`src/rtl/mips_pkg.sv`:
```
// Shared MIPS definitions: opcode constants, instruction field positions and
// the fetch FSM state encoding.
package mips_pkg;

    localparam logic [5:0] OP_ANDI = 6'h0C;
    localparam logic [5:0] OP_ORI  = 6'h0D;
    localparam logic [5:0] OP_XORI = 6'h0E;

    localparam int unsigned OP_MSB   = 31;
    localparam int unsigned OP_LSB   = 26;
    localparam int unsigned RS_MSB   = 25;
    localparam int unsigned RS_LSB   = 21;
    localparam int unsigned RT_MSB   = 20;
    localparam int unsigned RT_LSB   = 16;
    localparam int unsigned RD_MSB   = 15;
    localparam int unsigned RD_LSB   = 11;
    localparam int unsigned SH_MSB   = 10;
    localparam int unsigned SH_LSB   = 6;
    localparam int unsigned FN_MSB   = 5;
    localparam int unsigned FN_LSB   = 0;
    localparam int unsigned IMM_MSB  = 15;
    localparam int unsigned JIDX_MSB = 25;

    typedef enum logic [1:0] {
        StIdle = 2'd0,
        StWait = 2'd1,
        StErr  = 2'd2
    } fetch_state_e;

endpackage

```
`src/rtl/instr_fetch_reg_if.sv`:
```
// Control-unit / memory handshake and decoded-field bundle of the instruction
// register; slave is the IR side, master the surrounding datapath.
interface instr_fetch_reg_if;
    import mips_pkg::*;

    logic        ir_write;
    logic        flush;
    logic [31:0] mem_rdata;
    logic        mem_rvalid;
    logic        mem_req;
    logic        busy;
    logic        ir_valid;
    logic        fetch_err;
    logic [31:0] ir_out;
    logic [5:0]  opcode;
    logic [4:0]  rs;
    logic [4:0]  rt;
    logic [4:0]  rd;
    logic [4:0]  shamt;
    logic [5:0]  funct;
    logic [25:0] jump_index;
    logic [31:0] imm_ext;

    modport slave (
        input  ir_write, flush, mem_rdata, mem_rvalid,
        output mem_req, busy, ir_valid, fetch_err, ir_out,
        output opcode, rs, rt, rd, shamt, funct, jump_index, imm_ext
    );

    modport master (
        output ir_write, flush, mem_rdata, mem_rvalid,
        input  mem_req, busy, ir_valid, fetch_err, ir_out,
        input  opcode, rs, rt, rd, shamt, funct, jump_index, imm_ext
    );

endinterface

```
`src/rtl/imm_extender.sv`:
```
// 16-to-32-bit immediate extension: logical-immediate opcodes zero-extend,
// everything else sign-extends.
module imm_extender
    import mips_pkg::*;
(
    input  logic [15:0] i_imm,
    input  logic [5:0]  i_opcode,
    output logic [31:0] o_imm_ext
);

    always_comb begin
        case (i_opcode)
            OP_ANDI, OP_ORI, OP_XORI: o_imm_ext = {16'h0000, i_imm};
            default:                  o_imm_ext = {{16{i_imm[15]}}, i_imm};
        endcase
    end

endmodule

```
`src/rtl/instr_fetch_reg.sv`:
```
// Multicycle instruction register: issues one memory read per IRWrite, waits
// for the response under a timeout, latches the word and decodes its fields.
module instr_fetch_reg
    import mips_pkg::*;
#(
    parameter int unsigned TIMEOUT = 16,
    parameter int unsigned CNT_W   = 5
) (
    input  logic               clk,
    input  logic               reset_n,
    instr_fetch_reg_if.slave   bus
);

    fetch_state_e     r_state, w_state_d;
    logic             r_mem_req, w_mem_req_d;
    logic             r_busy, w_busy_d;
    logic             r_ir_valid, w_ir_valid_d;
    logic             r_fetch_err, w_fetch_err_d;
    logic [31:0]      r_ir, w_ir_d;
    logic [CNT_W-1:0] r_cnt, w_cnt_d;
    logic             w_timeout;
    logic [31:0]      w_imm_ext;

    // True when the current WAIT cycle is the last one allowed.
    assign w_timeout = (TIMEOUT != 0) && ((32'(r_cnt) + 32'd1) == TIMEOUT);

    always_ff @(posedge clk or negedge reset_n) begin
        if (!reset_n) begin
            r_state <= StIdle;
        end else begin
            r_state <= w_state_d;
        end
    end

    always_comb begin
        w_state_d = r_state;
        if (bus.flush) begin
            w_state_d = StIdle;
        end else begin
            unique case (r_state)
                StIdle:  if (bus.ir_write) w_state_d = StWait;
                StWait: begin
                    if (bus.mem_rvalid)  w_state_d = StIdle;
                    else if (w_timeout)  w_state_d = StErr;
                end
                StErr:   w_state_d = StErr;
                default: w_state_d = StIdle;
            endcase
        end
    end

    always_comb begin
        w_mem_req_d   = 1'b0;
        w_busy_d      = r_busy;
        w_ir_valid_d  = r_ir_valid;
        w_fetch_err_d = r_fetch_err;
        w_ir_d        = r_ir;
        w_cnt_d       = r_cnt;
        if (bus.flush) begin
            w_busy_d      = 1'b0;
            w_ir_valid_d  = 1'b0;
            w_fetch_err_d = 1'b0;
        end else begin
            unique case (r_state)
                StIdle: begin
                    if (bus.ir_write) begin
                        w_mem_req_d  = 1'b1;
                        w_busy_d     = 1'b1;
                        w_ir_valid_d = 1'b0;
                        w_cnt_d      = '0;
                    end
                end
                StWait: begin
                    if (bus.mem_rvalid) begin
                        w_ir_d       = bus.mem_rdata;
                        w_ir_valid_d = 1'b1;
                        w_busy_d     = 1'b0;
                    end else begin
                        w_cnt_d = r_cnt + 1'b1;
                        if (w_timeout) begin
                            w_fetch_err_d = 1'b1;
                            w_busy_d      = 1'b0;
                        end
                    end
                end
                default: ;
            endcase
        end
    end

    always_ff @(posedge clk or negedge reset_n) begin
        if (!reset_n) begin
            r_mem_req   <= 1'b0;
            r_busy      <= 1'b0;
            r_ir_valid  <= 1'b0;
            r_fetch_err <= 1'b0;
            r_ir        <= '0;
            r_cnt       <= '0;
        end else begin
            r_mem_req   <= w_mem_req_d;
            r_busy      <= w_busy_d;
            r_ir_valid  <= w_ir_valid_d;
            r_fetch_err <= w_fetch_err_d;
            r_ir        <= w_ir_d;
            r_cnt       <= w_cnt_d;
        end
    end

    imm_extender u_imm_extender (
        .i_imm     (r_ir[IMM_MSB:0]),
        .i_opcode  (r_ir[OP_MSB:OP_LSB]),
        .o_imm_ext (w_imm_ext)
    );

    assign bus.mem_req    = r_mem_req;
    assign bus.busy       = r_busy;
    assign bus.ir_valid   = r_ir_valid;
    assign bus.fetch_err  = r_fetch_err;
    assign bus.ir_out     = r_ir;
    assign bus.opcode     = r_ir[OP_MSB:OP_LSB];
    assign bus.rs         = r_ir[RS_MSB:RS_LSB];
    assign bus.rt         = r_ir[RT_MSB:RT_LSB];
    assign bus.rd         = r_ir[RD_MSB:RD_LSB];
    assign bus.shamt      = r_ir[SH_MSB:SH_LSB];
    assign bus.funct      = r_ir[FN_MSB:FN_LSB];
    assign bus.jump_index = r_ir[JIDX_MSB:0];
    assign bus.imm_ext    = w_imm_ext;

endmodule

```
`src/flat_wrapper.sv`:
```
// flat-port wrapper written by rule: the top's interface ports become plain ports
module instr_fetch_reg_flat import mips_pkg::*;
#(
    parameter int unsigned TIMEOUT = 16,
    parameter int unsigned CNT_W   = 5
)
  (clk, reset_n, bus_ir_write, bus_flush, bus_mem_rdata, bus_mem_rvalid, bus_mem_req, bus_busy, bus_ir_valid, bus_fetch_err, bus_ir_out, bus_opcode, bus_rs, bus_rt, bus_rd, bus_shamt, bus_funct, bus_jump_index, bus_imm_ext);
  instr_fetch_reg_if bus_i ();
  input  logic clk;
  input  logic reset_n;
  input wire logic [$bits(bus_i.ir_write)-1:0] bus_ir_write;
  input wire logic [$bits(bus_i.flush)-1:0] bus_flush;
  input wire logic [$bits(bus_i.mem_rdata)-1:0] bus_mem_rdata;
  input wire logic [$bits(bus_i.mem_rvalid)-1:0] bus_mem_rvalid;
  output wire logic [$bits(bus_i.mem_req)-1:0] bus_mem_req;
  output wire logic [$bits(bus_i.busy)-1:0] bus_busy;
  output wire logic [$bits(bus_i.ir_valid)-1:0] bus_ir_valid;
  output wire logic [$bits(bus_i.fetch_err)-1:0] bus_fetch_err;
  output wire logic [$bits(bus_i.ir_out)-1:0] bus_ir_out;
  output wire logic [$bits(bus_i.opcode)-1:0] bus_opcode;
  output wire logic [$bits(bus_i.rs)-1:0] bus_rs;
  output wire logic [$bits(bus_i.rt)-1:0] bus_rt;
  output wire logic [$bits(bus_i.rd)-1:0] bus_rd;
  output wire logic [$bits(bus_i.shamt)-1:0] bus_shamt;
  output wire logic [$bits(bus_i.funct)-1:0] bus_funct;
  output wire logic [$bits(bus_i.jump_index)-1:0] bus_jump_index;
  output wire logic [$bits(bus_i.imm_ext)-1:0] bus_imm_ext;
  assign bus_i.ir_write = bus_ir_write;
  assign bus_i.flush = bus_flush;
  assign bus_i.mem_rdata = bus_mem_rdata;
  assign bus_i.mem_rvalid = bus_mem_rvalid;
  assign bus_mem_req = bus_i.mem_req;
  assign bus_busy = bus_i.busy;
  assign bus_ir_valid = bus_i.ir_valid;
  assign bus_fetch_err = bus_i.fetch_err;
  assign bus_ir_out = bus_i.ir_out;
  assign bus_opcode = bus_i.opcode;
  assign bus_rs = bus_i.rs;
  assign bus_rt = bus_i.rt;
  assign bus_rd = bus_i.rd;
  assign bus_shamt = bus_i.shamt;
  assign bus_funct = bus_i.funct;
  assign bus_jump_index = bus_i.jump_index;
  assign bus_imm_ext = bus_i.imm_ext;
  instr_fetch_reg #(.TIMEOUT(TIMEOUT), .CNT_W(CNT_W)) u_core (.clk(clk), .reset_n(reset_n), .bus(bus_i));
endmodule
```
`config.mk`:
```
export PLATFORM = sky130hd
export DESIGN_NAME = instr_fetch_reg_flat
export DESIGN_NICKNAME = d
export VERILOG_FILES = /design/src/rtl/mips_pkg.sv /design/src/rtl/instr_fetch_reg_if.sv /design/src/rtl/imm_extender.sv /design/src/rtl/instr_fetch_reg.sv /design/src/flat_wrapper.sv
export SDC_FILE = /design/constraint.sdc
export NUM_CORES = 1
export LEC_CHECK = 0
export CORE_MARGIN = 2
export CORE_UTILIZATION = 34
export DETAILED_ROUTE_END_ITERATION = 12
export PLACE_DENSITY = 0.77
export SLEW_MARGIN = 25
export SYNTH_ARGS = -nofsm -noshare
export SYNTH_HDL_FRONTEND = slang
export SYNTH_SLANG_ARGS = --single-unit
```
`constraint.sdc`:
```
create_clock -name clk -period 1.64 [get_ports clk]
set_input_delay 0.328 -clock clk [delete_from_list [all_inputs] [get_ports clk]]
set_output_delay 0.328 -clock clk [all_outputs]
set_load 0.02 [all_outputs]
```
# Word level (Yosys, flattened, before mapping)
# Cells that the tools add are included.
[word_totals]
ff_bits = 43
in_bits = 37
word_cells = 59
[classes]
n_addsub = 2
n_eq_ne = 12
muxes = 25
bitwise = 1
reduce_logical = 12
[ops]
columns = ["operator", "count"]
rows = [
  ["$eq A32 B5 Y1 const B", 1],
  ["$mux W32", 1],
  ["$eq A6 B4 Y1 const B", 3],
  ["$mux W1", 14],
  ["$reduce_and A3 Y1", 4],
  ["$mux W5", 2],
  ["$pmux W5 S2", 1],
  ["$mux W2", 4],
  ["$add A5 B1 Y6 const B", 1],
  ["$ne A2 B2 Y1 const B", 3],
  ["$ne A3 B3 Y1 const B", 2],
  ["$pmux W2 S3", 1],
  ["$reduce_bool A2 Y1", 3],
  ["$add A5 B1 Y5 const B", 1],
  ["$ne A4 B3 Y1 const B", 1],
  ["$pmux W1 S2", 2],
  ["$reduce_and A4 Y1", 1],
  ["$reduce_bool A3 Y1", 1],
  ["$reduce_or A3 Y1", 1],
  ["$eq A2 B1 Y1 const B", 1],
  ["$eq A2 B2 Y1 const B", 1],
  ["$logic_not A2 Y1", 1],
  ["$reduce_and A2 Y1", 1],
  ["$not A1 Y1", 1],
]

# Longest topological paths before layout
[depth]
ltp_word = 6
ltp_mapped = 6
mapped_depth_nobuf = 4

# Hierarchy
# Synthesis repeated with hierarchy kept, for this count alone.
[hier_totals]
hier_cells = 216
area_unflattened_um2 = 2597.5
[modules_own_cells]
columns = ["module", "instances", "cells_per_inst", "area_per_inst_um2"]
rows = [
  ["instr_fetch_reg", 1, 181, 2337.2],
  ["imm_extender", 1, 35, 260.2],
]

# Worst setup path before layout
# No wires, ideal clock.
[synth_path]
kind = "register to output"
from = "reg u_core.r_ir[27], in the netlist u_core.bus.ir_out[27]"
to = "out bus_imm_ext[17]"
arrival_ns = 1.700
setup_slack_ns = -0.388
stages_incl_launch_ff = 4
path_cell_list = "dfrtp_1 -> a2111oi_0 -> nor2b_1 -> buf_4"
[synth_between]
elab_chain_cells = 3
[synth_rtl]
columns = ["item", "line_no", "source"]
rows = [
  ["start: declaration", "instr_fetch_reg.sv:19", "logic [31:0] r_ir, w_ir_d;"],
  ["start signal: assignment", "instr_fetch_reg.sv:104", "r_ir <= w_ir_d;"],
  ["$eq A6 B4 Y1", "imm_extender.sv:12", "case (i_opcode)"],
  ["$reduce_or A3 Y1 *", "imm_extender.sv:12", ""],
  ["$mux W32 *", "imm_extender.sv:12", ""],
  ["end: declaration", "flat_wrapper.sv:27", "output wire logic [$bits(bus_i.imm_ext)-1:0] bus_imm_ext;"],
]
# Every way passes the cells marked *; elsewhere a longest branch is shown, timed or not.

# Worst setup path after layout
[layout_path]
from = "reg u_core.r_ir[26], in the netlist u_core.bus.ir_out[26]"
to = "out bus_imm_ext[20]"
# Same word-level chain as after synthesis.

==> impl_metrics.yaml <==
grt:
  grt_usage: 0.128
  first_global_vias: 1654
  grt_pass1_wl_um: 8610
  overflow: 0
  grt_max_degree: 25
  antenna_found_initial: 0
sta:
  rsz0062_at_grt: "yes"
  fin_crit_sh: 1.10
  hold_viol: 10
  layout_min_cycle_time_ns: 1.80
  finalMaxSlewViolations: 0
  hold_slack_ns: -0.0141
  skew_ns: 0.00970
  timing_worst_slew_pin_value_ns: 0.481
  setup_viol: 16
  max_freq_mhz: 557
  max-slew-margin-rel: 0.679
  setup_ws_ns: -0.156
cells_and_area:
  area_delta_synth_final_pct: 46.3
  layout.nets: 342
  finalNonFillerCells: 404
  fillCellCount: 691
  fin_util: 0.519
  diodes: 0
  drive_gt1_frac: 0.256
route:
  drt_iter0_drc: 41
  wl_per_cell_um: 13.8
  vias_per_cell: 4.27
  firstDrtPassIters: 4
  finalWirelength_um: 5580
  ant_nets: 0
  remaining_drc_errors: 0
  route.vias.total: 1725
clock_network:
  cts_hold_buf: 0
  numCtsBuffers: 5
  worstSkewPairLatency_ns: 0.29
  cts_sinks: 43
  clkTransAtPathRegs_ns: 0.08
  cts_tree: "yes"
  clockBufferDepth: 2
  h-tree-depth: 2
  cts-root-buf: "clkbuf_8"
placement:
  place_ws_ns: -0.219
  hpwlAfterDp_um: 4230
  gp_congestion: 0.785
  io_buffers: 162
  place_inst: 394
outcome:
  status: "finished, violations left"
  failed_checks: "hold timing, setup timing"
die:
  ios: 163
  dieArea_sq_um: 8320
  die_y_um: 91.2
  coreArea_sq_um: 7290
  start_util: 0.355
  die_w_um: 91.2
  core.rowCount: 31
synth:
  synthesis.area_sq_um: 2590
  synth_cell_types: 29
  yosysTopAreaCell: "dfrtp_1"
  post-synth-top-area-fraction: 0.416
  yosys_register_bits: 43
  synth-main-ff-cell: "dfrtp_1"
  synth.yosys.seq_area_share: 0.416
  synth_top_family_by_area: "buffers and inverters"
  synth-xor-area-share: 0.00677
  synth-simple-area-share: 0.0575
  synth_warnings: 0
  synth_top_cells_by_count: "buf_4 (90), dfrtp_1 (43), mux2_4 (30), nand2_1 (6), a22o_1 (5)"
  async_flop_share: 1.00
  syn-num-nets: 250
  synth_compound_gate_area_share: 0.0406
  synth-edff-count: 0
  synth_mux_area_frac: 0.183
  synthMostInstantiatedCell: "buf_4"
  synth_adder_area_share: 0.00484
  synth.area.top_cells: "dfrtp_1 (42%), buf_4 (26%), mux2_4 (17%)"
  syn-mean-instance-area_sq_um: 12.2
  syn_inst: 212
critical_path:
  critPathTopFamily: "flip-flops"
  path_buf_inv: 2
  cpMostUsedCell: "buf_4"
  slowest_delay_ns: 0.41
  crit_type: "flop to output pin"
  critPathCaptureType: "output pin"
  cp-start-kind: "flop"
  cp.required_ns: 1.31
  cp.arrival_ns: 1.47
  critPathMaxFanout: 8
  cpMaxStageDelayCell: "dfrtp_1"
  path_cells: "a2111oi_4, buf_4, nor2b_4, buf_4"
pwr:
  power.total_mw: 5.57
  ir_worst_vdd_uv: 634
  cellPowerDensity_nw_per_um2: 1470
  p_leak_nw: 1.96
worst_hold_path:
  hold_path_class: "primary input to async pin"
run:
  max-cap-violations: 0
[logic make-up (layout without fill, tap and decap cells)]
logic type,Yosys count,in the layout
buf+inv,96,188
flops,43,43
mux,32,32
simple gates,23,24
compound gates,15,15
xor+xnor,2,2
fa+ha+maj,1,1
[where the power goes]
part	internal, mW	leakage, nW	switching [mW]
Sequential	1.31	0.533	0.255
Combinational	1.37	1.36	1.67
Clock	0.609	0.0654	0.359
[path summary, 6_finish.rpt]
path	from	end	slack (ns)	cells after the start
min in group clk	u_core.bus.fetch_err	u_core.bus.fetch_err	0.52	1
worst min register to register	u_core.bus.fetch_err	u_core.bus.fetch_err	0.52	1
worst max-delay path	u_core.bus.ir_out[26]	bus_imm_ext[20]	-0.16	4
worst min-delay path	reset_n	u_core.bus.ir_out[25]	-0.01	1
max in group asynchronous	reset_n	u_core.bus.ir_out[11]	1.15	2
worst max register to register	u_core.r_state[0]	u_core.bus.ir_out[2]	0.14	4
[flip-flops by register name, indices dropped and copies added (netlist names)]
signal,cells
u_core.bus.mem_req,1
u_core.bus.busy,1
u_core.bus.fetch_err,1
u_core.bus.ir_valid,1
u_core.r_state,2
u_core.bus.ir_out,32
u_core.r_cnt,5
[timing repair]
| action | CTS | global route |
|---|---|---|
| setup endpoints to repair | 114 | 28 |
| cloned | 0 | 1 |
| buffers inserted | 1 | 1 |
| pin swaps | 1 | 1 |
| resized for setup | 172 | 17 |
[layer usage]
metal | part of all wire | global-route usage | routed length, um
met1 | 0.40 | 0.153 | 2220
met2 | 0.50 | 0.218 | 2790
met3 | 0.096 | 0.0407 | 537
met4 | 0.0065 | 0.0379 | 36
met5 | 0 | 0 | 0
[per-stage QoR]
stage,cell area [sq um],setup TNS [ns]
floorplan,2640,0
global placement,3760,-4.40
detailed placement,3760,-5.70
CTS,3720,-2.39
global route,3780,-3.57
finish,3780,-2.36
[cells in the final DEF (no fill, tap or decap)]
master and count:
nand2_1 6, nor2b_4 3, or3_1 1, bufinv_16 2, a2111oi_4 1, clkbuf_1 1, xnor2_1 2, mux2_4 30
a31oi_1 1, buf_12 3, nand3b_1 1, and3_4 1, nand4b_1 1, o21ai_0 2, nand2b_1 2, nor2_1 2
buf_4 24, nor2b_1 1, ha_1 1, mux2_2 2, o21bai_1 1, clkbuf_8 5, nand3_1 2, o32ai_1 1
dlygate4sd2_1 96, inv_1 2, dlymetal6s2s_1 11, nor3b_4 1, buf_2 3, buf_6 3, dfrtp_1 43, a21oi_1 4
and2b_1 1, a22o_1 5, clkdlybuf4s50_1 38, nor3_1 2
[worst register-to-register path, cell delays in order (launching register included)]
cell     delay, ns
dfrtp_1       0.43
nor2b_4       0.19
and3_4        0.23
buf_12        0.19
mux2_2        0.34
[layout make-up]
type                       instances  area [sq um]  share of cell area
inverter                           2          7.51             0.00198
tap                               99           124              0.0327
timing repair buffer             178          1650               0.435
sequential                        43          1080               0.284
multi-input combinational         74           797               0.211
clock inverter                     2          60.1              0.0159
clock buffer                       6          72.6              0.0192
(Power assumes the default switching activity.)
